## src/rtl/mult_pkg.sv

```systemverilog
// mult_pkg: shared width defaults and partial-product row generation for the array multiplier.
package mult_pkg;
  localparam int DEFAULT_WIDTH = 4;
  localparam int MAX_WIDTH = 16;
  typedef struct packed {
    logic sub;
    logic [2*MAX_WIDTH-1:0] val;
  } row_t;
  // The top row of a signed multiply carries negative weight, so it is subtracted.
  function automatic row_t pp_row(input logic [MAX_WIDTH-1:0] a, input logic b_bit, input int k,
                                  input logic sgn, input int width);
    row_t r;
    logic [2*MAX_WIDTH-1:0] mask, ext;
    mask = (32'd1 << width) - 32'd1;
    ext = {{MAX_WIDTH{1'b0}}, a} & mask;
    ext = (sgn && a[4'(width-1)]) ? (ext | ~mask) : ext;
    r.sub = sgn && (k == width - 1);
    r.val = b_bit ? (ext << k) : '0;
    return r;
  endfunction
endpackage

```

## src/rtl/pp_stage.sv

```systemverilog
// pp_stage: one pipeline stage that accumulates partial-product row K into the running sum.
module pp_stage
  import mult_pkg::*;
#(
  parameter int WIDTH = DEFAULT_WIDTH,
  parameter int K = 0
) (
  input  logic               clk,
  input  logic               rst,
  input  logic               en,
  input  logic               prev_valid,
  input  logic               prev_sgn,
  input  logic [WIDTH-1:0]   prev_a,
  input  logic [WIDTH-1:0]   prev_b,
  input  logic [2*WIDTH-1:0] prev_sum,
  output logic               valid,
  output logic               sgn,
  output logic [WIDTH-1:0]   a,
  output logic [WIDTH-1:0]   b,
  output logic [2*WIDTH-1:0] sum
);
  row_t r;
  logic [2*WIDTH-1:0] row, next_sum;
  logic unused_row;
  always_comb begin
    r = pp_row(MAX_WIDTH'(prev_a), prev_b[K], K, prev_sgn, WIDTH);
    row = r.val[2*WIDTH-1:0];
    next_sum = r.sub ? prev_sum - row : prev_sum + row;
  end
  assign unused_row = ^r.val;
  always_ff @(posedge clk) begin
    if (rst) begin
      valid <= 1'b0;
      sgn <= 1'b0;
      a <= '0;
      b <= '0;
      sum <= '0;
    end else if (en) begin
      valid <= prev_valid;
      sgn <= prev_sgn;
      a <= prev_a;
      b <= prev_b;
      sum <= next_sum;
    end
  end
endmodule

```

## src/rtl/pipelined_array_multiplier_param.sv

```systemverilog
// pipelined_array_multiplier_param: WIDTH-stage array multiplier, one row per stage, per-pair signedness.
module pipelined_array_multiplier_param
  import mult_pkg::*;
#(
  parameter int WIDTH = DEFAULT_WIDTH
) (
  input  logic               clk,
  input  logic               rst,
  input  logic               en,
  input  logic               in_valid,
  input  logic               sgn,
  input  logic [WIDTH-1:0]   a,
  input  logic [WIDTH-1:0]   b,
  output logic               out_valid,
  output logic [2*WIDTH-1:0] y
);
  logic               v  [WIDTH+1];
  logic               s  [WIDTH+1];
  logic [WIDTH-1:0]   av [WIDTH+1];
  logic [WIDTH-1:0]   bv [WIDTH+1];
  logic [2*WIDTH-1:0] sm [WIDTH+1];
  logic unused_tail;
  assign v[0] = in_valid;
  assign s[0] = sgn;
  assign av[0] = a;
  assign bv[0] = b;
  assign sm[0] = '0;
  for (genvar i = 0; i < WIDTH; i++) begin : g_stage
    pp_stage #(.WIDTH(WIDTH), .K(i)) u_stage (
      .clk(clk), .rst(rst), .en(en),
      .prev_valid(v[i]), .prev_sgn(s[i]), .prev_a(av[i]), .prev_b(bv[i]), .prev_sum(sm[i]),
      .valid(v[i+1]), .sgn(s[i+1]), .a(av[i+1]), .b(bv[i+1]), .sum(sm[i+1])
    );
  end
  assign out_valid = v[WIDTH];
  assign y = v[WIDTH] ? sm[WIDTH] : '0;
  assign unused_tail = ^{s[WIDTH], av[WIDTH], bv[WIDTH]};
endmodule

```

## config.mk

```make
export PLATFORM = sky130hd
export DESIGN_NAME = pipelined_array_multiplier_param
export DESIGN_NICKNAME = d
export VERILOG_FILES = /design/src/rtl/mult_pkg.sv /design/src/rtl/pp_stage.sv /design/src/rtl/pipelined_array_multiplier_param.sv
export SDC_FILE = /design/constraint.sdc
export NUM_CORES = 1
export LEC_CHECK = 0
export BUFFER_PORTS_ARGS = -buffer_cell sky130_fd_sc_hd__buf_2
export CORE_ASPECT_RATIO = 1.1
export CORE_MARGIN = 4
export CORE_UTILIZATION = 55
export DETAILED_ROUTE_END_ITERATION = 6
export PLACE_DENSITY = 0.74
export SETUP_SLACK_MARGIN = 0.02
export SLEW_MARGIN = 30
export SYNTH_ARGS = -nofsm -noshare
export SYNTH_HDL_FRONTEND = slang
export SYNTH_HIERARCHICAL = 1
export SYNTH_SLANG_ARGS = --single-unit
```

## constraint.sdc

```tcl
create_clock -name clk -period 7.2 [get_ports clk]
set_clock_uncertainty 0.2 [all_clocks]
set_input_delay 1.44 -clock clk [delete_from_list [all_inputs] [get_ports clk]]
set_output_delay 1.44 -clock clk [all_outputs]
set_load 0.005 [all_outputs]
```

* Yosys cells after proc, flatten, opt, wreduce, memory -nomap -nowiden
Index checks and enable logic that the tools add are counted.
Cells by class: add/subtract/negate cells 4, multiplexer cells 10, reduce and logical (&&, ||, !) cells 4
Operators with widths (count):
- $mux W8 | 7
- $add A8 B8 Y8 | 3
- $sub A8 B8 Y8 | 1
- $mux W7 | 1
- $mux W6 | 1
- $mux W5 | 1
- $logic_and A1 B1 Y1 | 4
Word-level totals: register bits 63, output and inout port bits 9, word-level logic and storage cells 35

* Longest topological paths before layout
Gate-level depths: netlist of run 1.
word-level depth 5, mapped depth 9, mapped depth without buffers 9

* Cells and area by module
The synthesis of run 1 kept the hierarchy.
Modules (own cells, without submodules):
- pp_stage (g_stage[0].u_stage) | instances 1, cells an instance 108, area each 987.2 um2
- pp_stage (g_stage[1].u_stage) | instances 1, cells an instance 99, area each 937.1 um2
- pp_stage (g_stage[2].u_stage) | instances 1, cells an instance 90, area each 913.4 um2
- pp_stage (g_stage[3].u_stage) | instances 1, cells an instance 96, area each 884.6 um2
- pipelined_array_multiplier_param | instances 1, cells an instance 9, area each 53.8 um2

* Worst setup path before layout of run 1
OpenSTA, ideal clock, no wires.
kind input -> register, start point in b[0], end point reg g_stage[0].u_stage.sum[6], data arrival time 2.563 ns, required time 6.866 ns, setup slack 4.303 ns, stages on the path 5, path buffers 0, cells stage by stage and3_1 ha_1 nand2_1 nor4_1 or4_1
Between the ends: longest elaborated chain between the ends 1
RTL lines:
- start: declaration | line pipelined_array_multiplier_param.sv:13 | input logic [WIDTH-1:0] b,
- $mux W8 | line mult_pkg.sv:18 | r.val = b_bit ? (ext << k) : '0;
- end signal: assignment | line pp_stage.sv:43 | sum <= next_sum;
- end: declaration | line pp_stage.sv:20 | output logic [2*WIDTH-1:0] sum
No other way between the ends. A chain may end at the register's enable or synchronous reset.

==> metrics, run 1 <==
run status complete, no violations; Int Power 0.498 mW; Cells after Synth 357; Worst-Margin Slew 733 ps; Initial DRC Count 145; Critical Path End Type register; initial antenna violation count 0; die width 81.5 um; # Post-CTS Setup Buffers 0; first-pass GRT wire length 10800 um; Worst Hold Class reg2reg; TNS Setup 0 ps; critical path required time 7280 ps; Yosys warning total 6; syn avg cell area 9.16 um^2; starting density of the core 0.567; vias post-DR 2478; Post-CTS Hold Buffers 0; Sequential Power Share 0.490; die area 7240 um^2; final period utilization 0.387; min cycle time layout 2790 ps; relative max-transition margin 0.511; Hold Vio Cnt, Final 0; Num CTS Buffers 9; CTS tree done; fmax 0.359 GHz; share of layout cells above drive strength 1 0.141; synthesized cell area 3270 um^2; Storage cell area 1140 um^2; largest net degree at the start of global routing 83; Cell Rows 29; ant diodes 0; Setup CP Type in2reg; critical path peak fanout 82; CTS Sinks 57; Slew Viols, Final 0; max cap viols 0; Post-Route WL 6060 um; Worst EP arrival 2870 ps; number of I/O port buffers 21; CTS root buffer clkbuf_8; Sw Pwr 0.200 mW; HPWL after DPL 4230 um; 1st-pass router iterations 4; clock latency on the worst-skew pair 340 ps; Die Ht 88.9 um; Worst Hold Slack 275 ps; gr usage total 0.190; H-tree lvl count 3; placer congestion estimate 0.774; gr ovfl total 0; Worst setup SP type primary input; Clock Power Share 0.385; combinational share of power 0.126; Setup-failing EPs final 0; Design Power 0.698 mW; core area 5770 um^2; peak supply drop 103 uV; drt wl/cell 13.1 um; P_leak 1.64 nW; RSZ-0062 raised after global routing false; DRC viols 0; I/O pin total 22; Syn-to-layout area delta 10.1%; clk slew on worst S/H paths 70 ps; post-cts resize count 0; pwr dens 194 nW/um^2; clock buffer depth 2; Net Sw Frac 0.287; post-route ant nets 0; # fillers 501; routed vias/inst 5.38; nets 418; Multi-input gate area 2030 um^2; vias in the first global route 2457; setup slack, reg-to-reg 4550 ps
-- critical path: stages --
cell	delay (ps)
buf_6	520
nand2b_1	230
or4_1	540
nand3_1	70
-- power groups by stage --
stage          registers [mW]  logic [mW]  clock network (mW)
6_report                0.342      0.0878               0.268
4_1_cts                 0.342      0.0870               0.279
3_5_place_dp            0.349      0.0863                   0
3_3_place_gp            0.348      0.0837                   0
2_1_floorplan           0.345      0.0720                   0
5_1_grt                 0.344       0.100               0.289
-- routing by layer --
layer  global-route usage  routed length [um]  vias to the layer above
met5                    0                   0                        -
met4               0.0891                 105                        0
met3               0.0418                 155                       10
met2                0.328                2990                       30
met1                0.223                2810                     1137
li1                     -                   -                     1301
-- state kept, by name (all words and copies together), names as in the netlist --
register               count
g_stage.u_stage/valid      4
g_stage.u_stage/sum       32
g_stage.u_stage/sgn        3
g_stage.u_stage/b          6
g_stage.u_stage/a         12
-- cell usage in the layout (no fill, tap or decap), types with 4 or more instances in the layout --
cell       n
dfxtp_1   57
nor2_1    56
mux2i_1   38
ha_1      23
buf_2     20
nand2_1   16
and2_1    11
inv_1     10
clkbuf_8   9
conb_1     9
a211oi_1   9
o21ai_0    9
nor3b_1    9
xnor2_1    8
a21o_1     7
and2_2     7
a21oi_1    6
nand2b_1   6
nor3_1     4
-- worst paths after layout --
kind                             start                   endpoint  cells after the start
max reg2reg    g_stage[2].u_stage/b[3]  g_stage[3].u_stage/sum[7]                      9
max                                 en  g_stage[1].u_stage/sum[6]                      4
min          g_stage[3].u_stage/sum[4]  g_stage[3].u_stage/sum[4]                      2
min reg2reg  g_stage[3].u_stage/sum[4]  g_stage[3].u_stage/sum[4]                      2
-- metrics by stage --
stage	cell area, um^2	worst slack (ps)	cells	util
2_1_floorplan	3300	4300	365	-
3_3_place_gp	3420	3910	445	0.592
3_5_place_dp	3420	3840	445	0.592
4_1_cts	3590	4200	461	0.623
5_1_grt	3600	4250	461	0.624
6_report	3600	4410	461	0.624
-- cell type report --
cell class              count  area share
clock inverters             7      0.0150
flip-flops and latches     57       0.317
repair buffers             22      0.0330
clock buffers               9      0.0344
well taps                  77      0.0268
inverters                  10      0.0104
multi-input cells         279       0.563
No activity file was read; power rests on OpenSTA's default activity.
==> inputs of run 2 (changes only) <==
ABC_AREA = 1   (was unset)
clock period = 2.8 ns   (was 7.2 ns; I/O delays follow)
==> run 2 against run 1 <==
Against the previous run:
- non-clock buffer count grew 2
- sequential power grew to 2.6 times the previous value
- utilization grew 0.84 points
- global-route usage grew 0.38 points
- synthesized area grew 4.8%
- synthesized cell count grew 43%
- routed wire length grew 11%
- design area grew 3.9%
- critical path depth grew 9
- register-to-register slack lost 4000 ps
- total power grew to 2.7 times the previous value
- critical endpoint is now g_stage[3].u_stage/sum[7]
==> metrics, run 2 <==
run status complete, no violations; worst hold endpoint g_stage[0].u_stage/b[2]; syn avg cell area 6.69 um^2; clock buffer depth 2; setup slack, reg-to-reg 590 ps; Worst EP arrival 2240 ps; drt wl/cell 10.9 um; Syn-to-layout area delta 9.13%; number of I/O port buffers 21; vias in the first global route 2889; worst reg2reg path depth 13; DRC viols 0; Cells after Synth 512; max reg flops 32; Worst Hold Class in2reg; # Post-CTS Setup Buffers 0; P_leak 2.10 nW; starting density of the core 0.579; final period utilization 0.788; Die Ht 90.8 um; die width 83.3 um; Initial DRC Count 101; most frequent cells in the layout 126 x nand2_1, 79 x nor2_1, 70 x inv_1, 57 x dfxtp_1; critical path peak fanout 6; Setup CP Type reg2reg; Min-Delay Path Depth 3; post-cts resize count 0; Post-Route WL 6750 um; routed vias/inst 4.88; max cap viols 0; R2R Path Start g_stage[2].u_stage/b[3]; Top reg by flops g_stage.u_stage/sum; Setup-failing EPs final 0; CTS root buffer clkbuf_8; fmax 0.453 GHz; Yosys warning total 6; 1st-pass router iterations 7; clock latency on the worst-skew pair 340 ps; placer congestion estimate 0.819; critical path required time 2830 ps; peak supply drop 281 uV; Hold Vio Cnt, Final 0; vias post-DR 3013; commonest non-fill, non-tap cell in the layout nand2_1; gr usage total 0.194; gr ovfl total 0; min cycle time layout 2210 ps; RSZ-0062 raised after global routing false; relative max-transition margin 0.578; core area 5910 um^2; share of layout cells above drive strength 1 0.115; CTS Sinks 57; initial antenna violation count 0; Num CTS Buffers 9; HP Start b[2]; Post-CTS Hold Buffers 0; Slew Viols, Final 0; Critical Path End Type register; FF-to-FF End g_stage[3].u_stage/sum[7]; CTS tree done; placed cell count 603; first-pass GRT wire length 12000 um; I/O pin total 22; ant diodes 0; top flop regs g_stage.u_stage/sum (32), g_stage.u_stage/a (12), g_stage.u_stage/b (6); H-tree lvl count 3; largest net degree at the start of global routing 34; TNS Setup 0 ps; HPWL after DPL 5040 um; Worst-Margin Slew 633 ps; post-route ant nets 0; pwr dens 505 nW/um^2; nets 576; Worst setup SP type register; clk slew on worst S/H paths 60 ps; fin cells 618; Cell Rows 29; synthesized cell area 3430 um^2; die area 7560 um^2
## run 2: worst max-delay path, cell delays in order (launching register included)
cell and delay (ps):
dfxtp_1 420, nand2_1 130, ha_1 240, nor2_2 120, xor2_1 180, ha_1 290, nand2_1 70, inv_1 40
nand2_1 70, nand3_2 80, nand3_1 90, nand3_1 70, nand2_1 80, inv_1 40
## run 2: cell type report
class	instances	area, um^2
Clock buffer	12	165
Tap cell	77	96.3
Sequential cell	57	1140
Timing Repair Buffer	24	128
Multi-Input combinational cell	363	1890
Fill cell	554	2180
Clock inverter	3	15.0
Inverter	82	308
## run 2: through the flow
stage          instance area [um^2]   util  setup WS, ps  total power, mW  hold WS (ps)
2_1_floorplan                  3460      -           801             1.15           239
3_3_place_gp                   3560  0.602           708             1.20           249
3_5_place_dp                   3560  0.602           608             1.21           255
4_1_cts                        3740  0.632           595             1.91           239
5_1_grt                        3740  0.632           346             2.00           260
6_report                       3740  0.632           594             1.89           251
## run 2: report_power, final
| group | internal [mW] | switching [mW] |
|---|---|---|
| logic | 0.116 | 0.176 |
| clock network | 0.383 | 0.307 |
| registers | 0.864 | 0.0409 |
## run 2: worst max path at each step
stage	startpoint	cells after the start	endpoint	slack, ps
after floorplan	g_stage[2].u_stage/b[3]	13	g_stage[3].u_stage/sum[7]	800
after global placement	g_stage[2].u_stage/b[3]	13	g_stage[3].u_stage/sum[7]	710
after detailed placement	g_stage[2].u_stage/b[3]	13	g_stage[3].u_stage/sum[7]	610
after CTS	g_stage[2].u_stage/b[3]	13	g_stage[3].u_stage/sum[7]	600
after global routing	g_stage[2].u_stage/b[3]	13	g_stage[3].u_stage/sum[7]	350
final	g_stage[2].u_stage/b[3]	13	g_stage[3].u_stage/sum[7]	590
## run 2: layer usage
| layer | part of all wire | wire (um) | GRT usage |
|---|---|---|---|
| met4 | 0.029 | 193 | 0.101 |
| met2 | 0.51 | 3450 | 0.362 |
| met3 | 0.031 | 209 | 0.0474 |
| met5 | 0 | 0 | 0 |
| met1 | 0.43 | 2900 | 0.198 |
==> inputs of run 3 (changes only) <==
clock period = 2.1 ns   (was 2.8 ns; I/O delays follow)
==> run 3 against run 2 <==
Against the previous run:
- die area unchanged
- total power is 35% higher
- via count is 0.56% lower
- fmax grew 9.1%
- critical path depth fell by 1
- largest cell class unchanged
- combinational power is 40% higher
==> metrics, run 3 (same netlist as run 2, synthesis figures left out) <==
die area 7560 um^2; Num CTS Buffers 9; setup ws final 77.6 ps; min cycle time layout 2020 ps; ant diodes 0; vias in the first global route 2990; HPWL after DPL 5110 um; starting density of the core 0.579; largest net degree at the start of global routing 33; gr ovfl total 0; clock latency on the worst-skew pair 330 ps; vias post-DR 2996; Hold Vio Cnt, Final 0; Die Ht 90.8 um; critical path peak fanout 5; CTS root buffer clkbuf_8; DRC viols 0; first-pass GRT wire length 12500 um; share of layout cells above drive strength 1 0.143; worst hold endpoint g_stage[0].u_stage/b[2]; gr usage total 0.199; Initial DRC Count 115; run status complete, no violations; 1st-pass router iterations 4; final period utilization 0.963; nets 581; RSZ-0062 raised after global routing true; Cell Rows 29; Worst Hold Class in2reg; FF-to-FF End g_stage[3].u_stage/sum[7]; Setup-failing EPs final 0; # fillers 550; pwr dens 663 nW/um^2; number of I/O port buffers 21; pre-CTS setup slack -41.8 ps; max reg flops 32; critical path required time 2130 ps; Design Area, Final 3840 um^2; fmax 0.494 GHz; R2R Path Start g_stage[2].u_stage/b[3]; core area 5910 um^2; peak supply drop 364 uV; Top reg by flops g_stage.u_stage/sum; commonest non-fill, non-tap cell in the layout nand2_1; Slew Viols, Final 0; placer congestion estimate 0.808; top flop regs g_stage.u_stage/sum (32), g_stage.u_stage/a (12), g_stage.u_stage/b (6); Syn-to-layout area delta 12.1%; P_leak 2.14 nW; clk slew on worst S/H paths 70 ps; Post-Route WL 6940 um; Setup CP Type reg2reg; drt wl/cell 11.1 um; routed vias/inst 4.80; CTS tree done; worst reg2reg path depth 12; CTS Sinks 57; Min-Delay Path Depth 3; Post-CTS Hold Buffers 0; most frequent cells in the layout 122 x nand2_1, 79 x nor2_1, 69 x inv_1, 54 x dfxtp_1, 29 x a21oi_1; initial antenna violation count 0; max cap viols 0; I/O pin total 22; Worst setup SP type register; setup slack, reg-to-reg 80 ps; placed instance area 3580 um^2; post-route ant nets 0; Worst EP arrival 2060 ps; die width 83.3 um; clock buffer depth 2; H-tree lvl count 3; Critical Path End Type register; HP Start b[2]
-- run 3: power by group --
group | switching (mW) | internal, mW
Combinational | 0.244 | 0.165
Sequential | 0.0538 | 1.15
Clock | 0.442 | 0.490
Total | 0.739 | 1.81
-- run 3: worst max-delay path by stage --
stage,from,to,cells past startpoint
3_3_place_gp,g_stage[2].u_stage/b[3],g_stage[3].u_stage/sum[7],13
4_1_cts,g_stage[2].u_stage/b[3],g_stage[3].u_stage/sum[7],13
3_5_place_dp,g_stage[2].u_stage/b[3],g_stage[3].u_stage/sum[7],13
5_1_grt,g_stage[2].u_stage/a[0],g_stage[3].u_stage/sum[7],12
2_1_floorplan,g_stage[2].u_stage/b[3],g_stage[3].u_stage/sum[7],13
6_report,g_stage[2].u_stage/b[3],g_stage[3].u_stage/sum[7],12
-- run 3: per-layer routing --
metal  GRT usage  up-vias  share of wire
li1            -     1639              -
met1       0.221     1298           0.44
met2       0.352       41           0.51
met3      0.0474       18          0.026
met4      0.0995        0          0.027
met5           0        -              0
-- run 3: stage by stage --
stage	TNS (ps)	total power, mW	hold WS [ps]	utilization	cells
2_1_floorplan	0	1.54	239	-	521
3_3_place_gp	0	1.61	250	0.605	606
3_5_place_dp	-41.8	1.62	254	0.605	606
4_1_cts	0	2.56	100	0.638	623
5_1_grt	-117	2.70	118	0.649	624
6_report	0	2.55	112	0.649	624
-- run 3: critical path, cell delays in order, from the launching register on --
cell and delay, ps:
dfxtp_4 390, nand2_4 70, ha_4 230, o21ai_0 200, ha_1 300, nand2_1 80
nand2_1 60, nand2_2 70, nand3_2 80, nand3_2 60, nand3_1 80, nand2_1 80
inv_1 30
-- run 3: layout make-up --
cell class                      instances  area [um^2]  share of cell area
Sequential cell                        57         1150               0.299
Clock inverter                          4         27.5             0.00717
Multi-Input combinational cell        363         1940               0.505
Inverter                               82          308              0.0802
Tap cell                               77         96.3              0.0251
Clock buffer                           12          155              0.0404
Timing Repair Buffer                   29          165              0.0430
-- run 3: timing repair --
action,CTS,global route
gates resized for setup,1,15
setup endpoints to repair,1,5
pin swaps,2,11
setup buffers,1,1
